## src/rtl/multi_ported_sram_ctrl_if.sv

```systemverilog
// Request/response bus between clients, the controller and the XOR multi-ported SRAM.
// The master side is the requesters plus the SRAM macro; the slave side is the controller.
interface multi_ported_sram_ctrl_if #(
    parameter int NUM_W  = 2,
    parameter int NUM_R  = 2,
    parameter int W      = 32,
    parameter int N      = 8,
    parameter int ADDR_W = (N > 1) ? $clog2(N) : 1
);
    logic                    init;
    logic                    busy;
    logic [NUM_W-1:0]        wr_vld;
    logic [NUM_W*ADDR_W-1:0] wr_addr;
    logic [NUM_W*W-1:0]      wr_data;
    logic [NUM_W-1:0]        wr_rdy;
    logic [NUM_R-1:0]        rd_vld;
    logic [NUM_R*ADDR_W-1:0] rd_addr;
    logic [NUM_R-1:0]        rd_rdy;
    logic [NUM_R-1:0]        rsp_vld;
    logic [NUM_R*W-1:0]      rsp_data;
    logic [NUM_W-1:0]        sram_wen;
    logic [NUM_W*ADDR_W-1:0] sram_waddr;
    logic [NUM_W*W-1:0]      sram_wdata;
    logic [NUM_R-1:0]        sram_ren;
    logic [NUM_R*ADDR_W-1:0] sram_raddr;
    logic [NUM_R*W-1:0]      sram_rdata;

    modport master (
        output init, wr_vld, wr_addr, wr_data, rd_vld, rd_addr, sram_rdata,
        input  busy, wr_rdy, rd_rdy, rsp_vld, rsp_data,
               sram_wen, sram_waddr, sram_wdata, sram_ren, sram_raddr
    );

    modport slave (
        input  init, wr_vld, wr_addr, wr_data, rd_vld, rd_addr, sram_rdata,
        output busy, wr_rdy, rd_rdy, rsp_vld, rsp_data,
               sram_wen, sram_waddr, sram_wdata, sram_ren, sram_raddr
    );
endinterface

```

## src/rtl/multi_ported_sram_ctrl.sv

```systemverilog
// Front-end for the XOR multi-ported SRAM: zero-fills the array after reset or init and
// arbitrates client reads/writes, stalling the hazards the XOR banks cannot resolve.
module multi_ported_sram_ctrl #(
    parameter int NUM_W = 2,
    parameter int NUM_R = 2,
    parameter int W     = 32,
    parameter int N     = 8
) (
    input  logic                    clk,
    input  logic                    rst,
    multi_ported_sram_ctrl_if.slave bus
);
    localparam int ADDR_W = (N > 1) ? $clog2(N) : 1;

    typedef enum logic [1:0] {ST_INIT, ST_DRAIN, ST_IDLE} state_t;

    state_t                  state, state_nxt;
    logic [ADDR_W-1:0]       fill_cnt, fill_cnt_nxt;
    logic [NUM_W-1:0]        hist_vld_p1;
    logic [NUM_W*ADDR_W-1:0] hist_addr_p1;
    logic [NUM_R-1:0]        rsp_vld_p1;

    logic                    idle;
    logic [NUM_W-1:0]        wr_blk, wr_rdy_c, wr_acc;
    logic [NUM_R-1:0]        rd_blk, rd_rdy_c, rd_acc;
    logic [NUM_W-1:0]        sram_wen_c;
    logic [NUM_W*ADDR_W-1:0] sram_waddr_c;
    logic [NUM_W*W-1:0]      sram_wdata_c;

    // p0 -> p1: state, fill counter, one-deep accepted-write history, read response valid
    always_ff @(posedge clk) begin
        if (!rst) begin
            state       <= ST_INIT;
            fill_cnt    <= '0;
            hist_vld_p1 <= '0;
            rsp_vld_p1  <= '0;
        end else begin
            state       <= state_nxt;
            fill_cnt    <= fill_cnt_nxt;
            hist_vld_p1 <= (state == ST_IDLE && bus.init) ? '0 : wr_acc;
            rsp_vld_p1  <= rd_acc;
        end
    end

    always_ff @(posedge clk) begin
        hist_addr_p1 <= bus.wr_addr;
    end

    always_comb begin
        state_nxt    = state;
        fill_cnt_nxt = fill_cnt;
        unique case (state)
            ST_INIT: begin
                fill_cnt_nxt = fill_cnt + ADDR_W'(1);
                if (fill_cnt == ADDR_W'(N - 1)) begin
                    state_nxt = ST_DRAIN;
                end
            end
            ST_DRAIN: state_nxt = ST_IDLE;
            ST_IDLE: begin
                if (bus.init) begin
                    state_nxt    = ST_INIT;
                    fill_cnt_nxt = '0;
                end
            end
            default: state_nxt = ST_INIT;
        endcase
    end

    always_comb begin
        idle   = (state == ST_IDLE);
        wr_blk = '0;
        rd_blk = '0;
        // A write loses to a lower-index port on the same address, and to a different
        // port that wrote the same address last cycle (its bank read would be stale).
        for (int p = 0; p < NUM_W; p++) begin
            for (int q = 0; q < NUM_W; q++) begin
                if (q < p && bus.wr_vld[q] &&
                    bus.wr_addr[q*ADDR_W +: ADDR_W] == bus.wr_addr[p*ADDR_W +: ADDR_W]) begin
                    wr_blk[p] = 1'b1;
                end
                if (q != p && hist_vld_p1[q] &&
                    hist_addr_p1[q*ADDR_W +: ADDR_W] == bus.wr_addr[p*ADDR_W +: ADDR_W]) begin
                    wr_blk[p] = 1'b1;
                end
            end
        end
        for (int r = 0; r < NUM_R; r++) begin
            for (int p = 0; p < NUM_W; p++) begin
                if (hist_vld_p1[p] &&
                    hist_addr_p1[p*ADDR_W +: ADDR_W] == bus.rd_addr[r*ADDR_W +: ADDR_W]) begin
                    rd_blk[r] = 1'b1;
                end
                if (bus.wr_vld[p] &&
                    bus.wr_addr[p*ADDR_W +: ADDR_W] == bus.rd_addr[r*ADDR_W +: ADDR_W]) begin
                    rd_blk[r] = 1'b1;
                end
            end
        end
        wr_rdy_c = idle ? ~wr_blk : '0;
        rd_rdy_c = idle ? ~rd_blk : '0;
        wr_acc   = bus.wr_vld & wr_rdy_c;
        rd_acc   = bus.rd_vld & rd_rdy_c;

        sram_wen_c   = wr_acc;
        sram_waddr_c = bus.wr_addr;
        sram_wdata_c = bus.wr_data;
        if (state == ST_INIT) begin
            sram_wen_c[0]              = 1'b1;
            sram_waddr_c[ADDR_W-1:0]   = fill_cnt;
            sram_wdata_c[W-1:0]        = '0;
        end
    end

    assign bus.busy       = ~idle;
    assign bus.wr_rdy     = wr_rdy_c;
    assign bus.rd_rdy     = rd_rdy_c;
    assign bus.sram_wen   = sram_wen_c;
    assign bus.sram_waddr = sram_waddr_c;
    assign bus.sram_wdata = sram_wdata_c;
    assign bus.sram_ren   = rd_acc;
    assign bus.sram_raddr = bus.rd_addr;
    assign bus.rsp_vld    = rsp_vld_p1;
    assign bus.rsp_data   = bus.sram_rdata;
endmodule
```

## src/flat_wrapper.sv

```systemverilog
// flat-port wrapper written by rule: the top's interface ports become plain ports
module multi_ported_sram_ctrl_flat 
#(
    parameter int NUM_W = 2,
    parameter int NUM_R = 2,
    parameter int W     = 32,
    parameter int N     = 8
)
  (clk, rst, bus_init, bus_wr_vld, bus_wr_addr, bus_wr_data, bus_rd_vld, bus_rd_addr, bus_sram_rdata, bus_busy, bus_wr_rdy, bus_rd_rdy, bus_rsp_vld, bus_rsp_data, bus_sram_wen, bus_sram_waddr, bus_sram_wdata, bus_sram_ren, bus_sram_raddr);
  multi_ported_sram_ctrl_if #(.NUM_W(NUM_W), .NUM_R(NUM_R), .W(W), .N(N)) bus_i ();
  input  logic clk;
  input  logic rst;
  input wire logic [$bits(bus_i.init)-1:0] bus_init;
  input wire logic [$bits(bus_i.wr_vld)-1:0] bus_wr_vld;
  input wire logic [$bits(bus_i.wr_addr)-1:0] bus_wr_addr;
  input wire logic [$bits(bus_i.wr_data)-1:0] bus_wr_data;
  input wire logic [$bits(bus_i.rd_vld)-1:0] bus_rd_vld;
  input wire logic [$bits(bus_i.rd_addr)-1:0] bus_rd_addr;
  input wire logic [$bits(bus_i.sram_rdata)-1:0] bus_sram_rdata;
  output wire logic [$bits(bus_i.busy)-1:0] bus_busy;
  output wire logic [$bits(bus_i.wr_rdy)-1:0] bus_wr_rdy;
  output wire logic [$bits(bus_i.rd_rdy)-1:0] bus_rd_rdy;
  output wire logic [$bits(bus_i.rsp_vld)-1:0] bus_rsp_vld;
  output wire logic [$bits(bus_i.rsp_data)-1:0] bus_rsp_data;
  output wire logic [$bits(bus_i.sram_wen)-1:0] bus_sram_wen;
  output wire logic [$bits(bus_i.sram_waddr)-1:0] bus_sram_waddr;
  output wire logic [$bits(bus_i.sram_wdata)-1:0] bus_sram_wdata;
  output wire logic [$bits(bus_i.sram_ren)-1:0] bus_sram_ren;
  output wire logic [$bits(bus_i.sram_raddr)-1:0] bus_sram_raddr;
  assign bus_i.init = bus_init;
  assign bus_i.wr_vld = bus_wr_vld;
  assign bus_i.wr_addr = bus_wr_addr;
  assign bus_i.wr_data = bus_wr_data;
  assign bus_i.rd_vld = bus_rd_vld;
  assign bus_i.rd_addr = bus_rd_addr;
  assign bus_i.sram_rdata = bus_sram_rdata;
  assign bus_busy = bus_i.busy;
  assign bus_wr_rdy = bus_i.wr_rdy;
  assign bus_rd_rdy = bus_i.rd_rdy;
  assign bus_rsp_vld = bus_i.rsp_vld;
  assign bus_rsp_data = bus_i.rsp_data;
  assign bus_sram_wen = bus_i.sram_wen;
  assign bus_sram_waddr = bus_i.sram_waddr;
  assign bus_sram_wdata = bus_i.sram_wdata;
  assign bus_sram_ren = bus_i.sram_ren;
  assign bus_sram_raddr = bus_i.sram_raddr;
  multi_ported_sram_ctrl #(.NUM_W(NUM_W), .NUM_R(NUM_R), .W(W), .N(N)) u_core (.clk(clk), .rst(rst), .bus(bus_i));
endmodule
```

## config.mk

```make
export PLATFORM = sky130hd
export DESIGN_NAME = multi_ported_sram_ctrl_flat
export DESIGN_NICKNAME = d
export VERILOG_FILES = /design/src/rtl/multi_ported_sram_ctrl_if.sv /design/src/rtl/multi_ported_sram_ctrl.sv /design/src/flat_wrapper.sv
export SDC_FILE = /design/constraint.sdc
export NUM_CORES = 1
export LEC_CHECK = 0
export CAP_MARGIN = 20
export CORE_AREA = 2 2 116 118
export DETAILED_ROUTE_END_ITERATION = 6
export DIE_AREA = 0 0 118 120
export PLACE_DENSITY = 0.62
export REMOVE_ABC_BUFFERS = 1
export SETUP_SLACK_MARGIN = 0.4
export SLEW_MARGIN = 20
export SYNTH_ARGS = -nofsm -noshare
export SYNTH_HDL_FRONTEND = slang
export SYNTH_SLANG_ARGS = --single-unit
```

## constraint.sdc

```tcl
create_clock -name clk -period 1.7 [get_ports clk]
set_input_delay 0.255 -clock clk [delete_from_list [all_inputs] [get_ports clk]]
set_output_delay 0.255 -clock clk [all_outputs]
set_load 0.02 [all_outputs]
```

* Word-level counts from Yosys, hierarchy flattened *
Cells that the tools add are included.

word-level totals
  register bits after elaboration = 15
  latch bits = 0
  bits in writable memories = 0
  ROM bits = 0
  output and inout bits = 151
  logic and storage cells = 66
  memories kept = 0

operators by class
  add/subtract/negate cells = 1
  multiply operators = 0
  div/mod/pow operators = 0
  magnitude comparators = 0
  equality and inequality tests = 16
  shift operators = 0
  mux-type cells = 21
  bitwise logic cells = 6
  reductions and logical operators = 17

operator list
  kind                   number
  $eq A3 B3 Y1           11
  $mux W32               1
  $logic_and A1 B1 Y1    12
  $mux W1                12
  $mux W2                4
  $mux W3                2
  $pmux W2 S3            1
  $pmux W3 S2            1
  $and A2 B2 Y2          2
  $not A2 Y2             2
  $reduce_and A2 Y1      2
  $add A3 B1 Y3 const B  1
  $eq A3 B3 Y1 const B   1
  $eq A2 B1 Y1 const B   1
  $eq A2 B2 Y1 const B   1
  $logic_not A2 Y1       1
  $ne A2 B1 Y1 const B   1
  $ne A2 B2 Y1 const B   1
  $not A1 Y1             2
  $reduce_bool A2 Y1     1
  $reduce_or A2 Y1       1

* Depth between registers and ports, before layout *
Gate-level depths: netlist of the first run.

  depth in word-level cells = 9
  gate-level depth with buffers = 6
  depth with buffers taken out = 4

* Least setup slack after synthesis of the first run *
No wires, ideal clock.

  path kind = register to output
  start = register u_core.state[0]
  end = output port bus_sram_wen[0]
  data arrival time = 1.304 ns
  required time = 1.445 ns
  slack = 0.141 ns
  cell stages (with the launch flop) = 5
  buffers on the path = 0
  path through = dfxtp_1 -> nand2b_2 -> a41oi_2 -> nand2_1 -> o21ai_0

between the ends
  cells in the longest elaborated chain, start to end = 4
  elaborated cells between the ends (all ways) = 5
  classes of those cells = eq/ne (1); mux (2); bitwise (1); reduce/logical (1)

ends and longest elaborated chain
  what                    line                           RTL
  start, declared         multi_ported_sram_ctrl.sv:17   state_t state, state_nxt;
  start signal, assigned  multi_ported_sram_ctrl.sv:38   state <= state_nxt;
  $eq A2 B2 Y1            multi_ported_sram_ctrl.sv:71   idle = (state == ST_IDLE);
  $mux W2                 multi_ported_sram_ctrl.sv:100  wr_rdy_c = idle ? ~wr_blk : '0;
  net bus_wr_rdy[0]       flat_wrapper.sv:21             output wire logic [$bits(bus_i.wr_rdy)-1:0] bus_wr_rdy;
  $and A2 B2 Y2           multi_ported_sram_ctrl.sv:102  wr_acc = bus.wr_vld & wr_rdy_c;
  $mux W1                 multi_ported_sram_ctrl.sv:108  if (state == ST_INIT) begin
  end, declared           flat_wrapper.sv:25             output wire logic [$bits(bus_i.sram_wen)-1:0] bus_sram_wen;

The timed path passes the listed nets, and every way through them passes these cells.

* Final worst setup path of the first run *
  start = register u_core.state[0]
  end = output port bus_sram_waddr[2]

between the ends
  cells in the longest elaborated chain, start to end = 2

ends and longest elaborated chain
  what              line                           RTL
  $logic_not A2 Y1  multi_ported_sram_ctrl.sv:108
  $mux W3           multi_ported_sram_ctrl.sv:108
  end, declared     flat_wrapper.sv:26             output wire logic [$bits(bus_i.sram_waddr)-1:0] bus_sram_waddr;

No other way between the ends.

==> results.yml, run 1 <==
sta:
  fmax_ghz: 0.570
  fin_worst_skew_ns: 0.00416
  fin_ws_ns: -0.0558
  relSlewSlack: 0.765
  hold_viol: 0
  fin_setup_tns_ns: -0.202
  drv_slew: 0
  min_period_ns: 1.76
  worst_pin_slew_ns: 0.353
  rsz0062_at_grt: "yes"
  finalCritPeriodShare: 1.03
  finalSetupViolCount: 4
die:
  die_h_um: 120
  core_mm2: 0.0130
  initial_core_util: 0.157
  rows: 42
  io_pins: 298
  dieArea_mm2: 0.0142
  die_x_um: 118
global_routing:
  grt_use_total: 0.175
  grt_pass1_wl_um: 16600
  grt_pass1_vias: 1834
  grt_overflow_total: 0
  antenna_found_initial: 1
  grt_max_degree: 9
synth:
  synth.distinct_cells: 26
  ys_seq_area_frac: 0.147
  synth-compound-area-share: 0.0448
  synthMuxAreaShare: 0.0166
  ys.flop_type: "dfxtp_1"
  synth.avg_cell_area_um2: 8.02
  synth_edf_count: 0
  yosys_warnings: 0
  ys_seq_elements: 15
  synth.most_common_cell: "buf_4"
  synth_fa_ha_area_frac: 0.0123
  synth_common_cells: "buf_4 (112), nor2b_1 (35), xnor2_1 (33), dfxtp_1 (15), nand4_1 (8)"
  yosysTopAreaCell: "buf_4"
  synth_xor_area_frac: 0.142
  synthTopCellsByArea: "buf_4 (41%), dfxtp_1 (15%), xnor2_1 (14%)"
  syn-cell-area_mm2: 0.00204
  ys_async_sr_fraction: 0
  synth_cells: 254
  yosys.area_share.simple: 0.187
  synth_top_family_by_area: "buffers and inverters"
  synth_top_cell_area_share: 0.413
clock_network:
  clkLatencyLatePin_ns: 0.24
  cts_buffers: 3
  clockRootBuffer: "clkbuf_16"
  clk_path_buf_depth: 2
  htreeDepth: 1
  cts.sinks: 15
  cts_tree: "done"
  hold_buffers: 0
  clkTransAtPathRegs_ns: 0.05
finish:
  diodes: 0
  fin_nets: 427
  fill_cells: 1412
  syn_to_final_growth_pct: 50.6
  layout-drive-gt1-share: 0.462
route:
  drt-vias-per-instance: 3.79
  drc_errors: 0
  vias: 1719
  first_pass_iters: 4
  drtIter0Drc: 47
  totalWireLength_um: 12900
  avgRoutedWirePerCell_um: 28.4
  drtAntennaViolNets: 0
power_and_ir_drop:
  power_leakage_uw: 0.00132
  power_frac_seq: 0.312
  p_int_uw: 931
  swShare: 0.242
  p_per_area_mw_per_mm2: 401
  peakVddDrop_uv: 241
  pwr-share-clk: 0.365
  power.switching_uw: 298
  combPwrFrac: 0.323
run_status:
  violations: "negative setup slack"
  status: "finished, violations left"
job:
  cap_violations: 0
place:
  gp_congestion: 0.861
  place_ws_ns: -0.670
  hpwl_um: 10100
  placement.io_buffers: 105
worst_hold_path:
  hold_class: "input port to flip-flop"
critical_path:
  critPathLaunch: "u_core.state[0]$_SDFFE_PN0P_"
  rr_endpoint: "u_core.hist_vld_p1[1]$_SDFF_PP0_"
  critPathMaxFanout: 4
  worstPathRequired_ns: 1.44
  rr_startpoint: "u_core.state[0]$_SDFFE_PN0P_"
  critPathCapture: "bus_sram_waddr[2]"
  critical_path_arrival_ns: 1.50
  startpoint_type: "flip-flop"
  worstRegToRegCells: 5
  endpoint_kind: "primary output"
  worstSetupPathType: "flip-flop to primary output"
  rrSetupSlack_ns: 0.44
[metrics by stage]
stage               area [um^2]  hold slack [ns]  utilization  instances  total power [uW]
global placement           2600            0.510        0.201        437               758
finish                     3070            0.292        0.236        453              1230
global route               3070            0.285        0.236        453              1300
detailed placement         2600            0.510        0.201        437               759
floorplan                  1150            0.283            -        132               510
CTS                        2930            0.369        0.226        453              1230
[worst max-delay path: stages, from the launching register on]
cell	delay, ns
dfxtp_2	0.32
buf_6	0.12
nor2_4	0.16
buf_12	0.12
buf_8	0.10
mux2_4	0.30
buf_6	0.14
[state kept, by name, indices dropped and copies added, names as in the netlist]
signal,count
u_core.fill_cnt,3
u_core.bus.rsp_vld,2
u_core.hist_vld_p1,2
u_core.state,2
u_core.hist_addr_p1,6
[worst min-delay path by stage]
stage / start / to / slack [ns] / cells after the start
after floorplan: bus_wr_addr[0] / u_core.hist_addr_p1[0]$_DFF_P_ / 0.28 / 0
after global placement: bus_wr_data[35] / bus_sram_wdata[35] / 0.51 / 0
after detailed placement: bus_wr_data[35] / bus_sram_wdata[35] / 0.51 / 0
after CTS: bus_wr_addr[3] / u_core.hist_addr_p1[3]$_DFF_P_ / 0.37 / 1
after global routing: bus_wr_addr[4] / u_core.hist_addr_p1[4]$_DFF_P_ / 0.29 / 1
final: bus_wr_addr[4] / u_core.hist_addr_p1[4]$_DFF_P_ / 0.29 / 1
[cell families after synthesis]
group,after synthesis
AO/OA/AOI/OAI,10
XOR/XNOR,33
adder cells (fa/ha/maj),2
buffers and inverters,129
flip-flops,15
multiplexers,3
AND/OR/NAND/NOR,62
[power groups by stage]
stage          clock (uW)  sequential [uW]  combinational, uW
2_1_floorplan           0              386                124
3_3_place_gp            0              387                371
3_5_place_dp            0              388                371
4_1_cts               464              382                386
5_1_grt               485              385                430
6_report              448              383                397
[cells in the final DEF, fill, tap and decap left out, drive strengths merged, types with 2 or more instances in the layout]
cell type	count
a41oi	3
mux2	3
nor3	2
nor2b	35
clkdlybuf4s15	5
nor2	7
inv	7
o21ai	3
dlygate4sd2	20
clkbuf	6
nand4	10
a22oi	2
dfxtp	15
clkdlybuf4s50	37
nand2b	2
xnor2	33
nand2	3
buf	77
ha	2
[routing by layer]
metal,GRT usage,share of wire,vias up
li1,-,-,730
met1,0.165,0.32,748
met2,0.231,0.38,201
met3,0.163,0.21,40
met4,0.134,0.082,0
met5,0.0294,0,-
[cell type report]
type                       instances  area [um^2]  area share
timing repair buffer             141         1420       0.462
tap                              176          220      0.0718
multi-input combinational        110         1020       0.333
inverter                           7         26.3     0.00857
sequential                        15          305      0.0996
clock buffer                       4         78.8      0.0257
[repair_timing]
| action | CTS | global route |
|---|---|---|
| setup buffers | 8 | 0 |
| gates cloned | 4 | 0 |
| pin swaps | 5 | 6 |
| endpoints found under the hold margin | 0 | 0 |
| setup endpoints to repair | 58 | 46 |
| resized for setup | 269 | 36 |
Note: power is estimated with default switching activity, not from simulation.
==> run 2, diff against run 1 <==
Settings changed: CAP_MARGIN 20 to 5.
==> results of run 2 <==
Same layout as run 1: the final DEF is identical, and so are final timing and power.
==> run 3, diff against run 2 <==
Settings changed: SLEW_MARGIN 20 to unset.
Clock period 1.7 ns to 2.2 ns, I/O delays scaled along.
==> run 3 against run 2 <==
The run now ends clean; die area unchanged; count of clock-buffer cells in the layout down 1; total power is 24% lower; via count shrank 3.4%; clock power fell by 18%; non-clock buffer count shrank 23; critical path type unchanged; critical endpoint is now bus_sram_ren[0].
==> results.yml, run 3 (synthesis gave the netlist of run 1 again) <==
critical_path:
  worstRegToRegCells: 4
  crit_family: "simple AND/OR/NAND/NOR gates"
  rr_startpoint: "u_core.state[0]$_SDFFE_PN0P_"
  rr_endpoint: "u_core.hist_vld_p1[0]$_SDFF_PP0_"
  endpoint_kind: "primary output"
  critPathMaxFanout: 6
  crit_chain: "nand2b_4 -> a41oi_2 -> nand4_2 -> nor2_1 -> buf_4"
  startpoint_type: "flip-flop"
  slowest_delay_ns: 0.36
  slowest_stage: "dfxtp_4"
  rrSetupSlack_ns: 1.04
  worstPathRequired_ns: 1.87
  worst-path-buf-inv: 1
  critical_path_arrival_ns: 1.44
  worstSetupPathType: "flip-flop to primary output"
  critPathCapture: "bus_sram_ren[0]"
  cp.depth: 5
  critPathLaunch: "u_core.state[0]$_SDFFE_PN0P_"
power_and_ir_drop:
  peakVddDrop_uv: 197
  pwr-share-clk: 0.392
  power_leakage_uw: 0.00108
  p_per_area_mw_per_mm2: 360
  power.switching_uw: 245
  combPwrFrac: 0.292
  swShare: 0.261
  power_frac_seq: 0.316
  p_int_uw: 692
sta:
  fmax_ghz: 0.566
  fin_worst_skew_ns: 0.00459
  fin_ws_ns: 0.432
  finalSetupViolCount: 0
  fin_setup_tns_ns: 0
  worst_pin_slew_ns: 0.326
  drv_slew: 0
  rsz0062_at_grt: "yes"
  finalCritPeriodShare: 0.804
  min_period_ns: 1.77
  hold_viol: 0
  relSlewSlack: 0.781
clock_network:
  hold_buffers: 0
  clkLatencyLatePin_ns: 0.25
  cts.sinks: 15
  clkTransAtPathRegs_ns: 0.05
  cts_tree: "done"
  htreeDepth: 1
  clockRootBuffer: "clkbuf_16"
  cts_buffers: 3
  clk_path_buf_depth: 2
route:
  drtIter0Drc: 72
  totalWireLength_um: 12600
  first_pass_iters: 6
  drtAntennaViolNets: 0
  drt-vias-per-instance: 3.86
  drc_errors: 0
  vias: 1661
  avgRoutedWirePerCell_um: 29.3
finish:
  top_register: "u_core.hist_addr_p1"
  finalInstanceArea_mm2: 0.00260
  syn_to_final_growth_pct: 27.8
  largest_reg_flops: 6
  fill_cells: 1483
  utilization: 0.201
  top_regs: "u_core.hist_addr_p1: 6 flops, u_core.fill_cnt: 3 flops"
  final_common_cell: "clkdlybuf4s50_1"
  final_cells: 430
  diodes: 0
  layout-drive-gt1-share: 0.236
  fin_nets: 404
  most-common-layout-cells: "clkdlybuf4s50_1 (48), nor2b_1 (35), xnor2_1 (29), dlygate4sd2_1 (29), buf_4 (12)"
die:
  initial_core_util: 0.157
  die_h_um: 120
  die_x_um: 118
  dieArea_mm2: 0.0142
  core_mm2: 0.0130
  io_pins: 298
  rows: 42
place:
  hpwl_um: 10200
  post_dp_cell_area_mm2: 0.00250
  placement.io_buffers: 105
  gp_congestion: 0.854
  place_ws_ns: -0.313
  numPlacedInstances: 424
run_status:
  status: "complete, no violations"
global_routing:
  grt_overflow_total: 0
  grt_pass1_vias: 1767
  grt_max_degree: 36
  grt_use_total: 0.172
  grt_pass1_wl_um: 16200
  antenna_found_initial: 0
worst_hold_path:
  hold_class: "input port to flip-flop"
job:
  cap_violations: 0
==> run 3: through the flow <==
step / hold slack (ns) / total power [uW]
floorplan: 0.358 / 394
global placement: 0.537 / 577
detailed placement: 0.546 / 578
CTS: 0.422 / 942
global route: 0.412 / 979
finish: 0.407 / 937
==> run 3: layer usage <==
metal | GRT usage | share of wire | vias to the layer above
li1 | - | - | 681
met1 | 0.150 | 0.30 | 713
met2 | 0.207 | 0.35 | 214
met3 | 0.187 | 0.25 | 53
met4 | 0.162 | 0.11 | 0
met5 | 0.0331 | 0 | -
==> run 3: area by class of cell <==
cell class,count,area [um^2],area share
clock inverter,1,5.00,0.00192
sequential,15,310,0.119
timing repair buffer,118,1100,0.424
multi-input combinational,110,863,0.332
inverter,7,26.3,0.0101
tap,176,220,0.0846
clock buffer,3,75.1,0.0288
==> run 3: how the worst min path moves through the flow <==
stage | to | start | cells past startpoint
4_1_cts | u_core.hist_addr_p1[3]$_DFF_P_ | bus_wr_addr[3] | 1
6_report | u_core.hist_addr_p1[2]$_DFF_P_ | bus_wr_addr[2] | 2
2_1_floorplan | u_core.hist_addr_p1[0]$_DFF_P_ | bus_wr_addr[0] | 0
5_1_grt | u_core.hist_addr_p1[2]$_DFF_P_ | bus_wr_addr[2] | 2
3_3_place_gp | u_core.fill_cnt[1]$_SDFFE_PN0P_ | u_core.fill_cnt[1]$_SDFFE_PN0P_ | 2
3_5_place_dp | u_core.fill_cnt[2]$_SDFFE_PN0P_ | u_core.fill_cnt[2]$_SDFFE_PN0P_ | 2
==> run 3: worst register-to-register path: stages (launching register included) <==
cell	delay, ns
dfxtp_4	0.36
nand2b_4	0.18
buf_4	0.15
o21ai_0	0.28
nor2_1	0.08
==> run 3: power groups by stage <==
stage | Sequential (uW) | Combinational, uW | Clock, uW
after floorplan | 298 | 95.8 | 0
after global placement | 301 | 276 | 0
after detailed placement | 301 | 277 | 0
after CTS | 296 | 277 | 370
after global routing | 297 | 297 | 385
final | 296 | 274 | 367
==> run 3: timing repair <==
action,CTS,global route
setup endpoints to repair,52,29
pin swaps,4,9
resized for setup,108,26
setup buffers,0,2
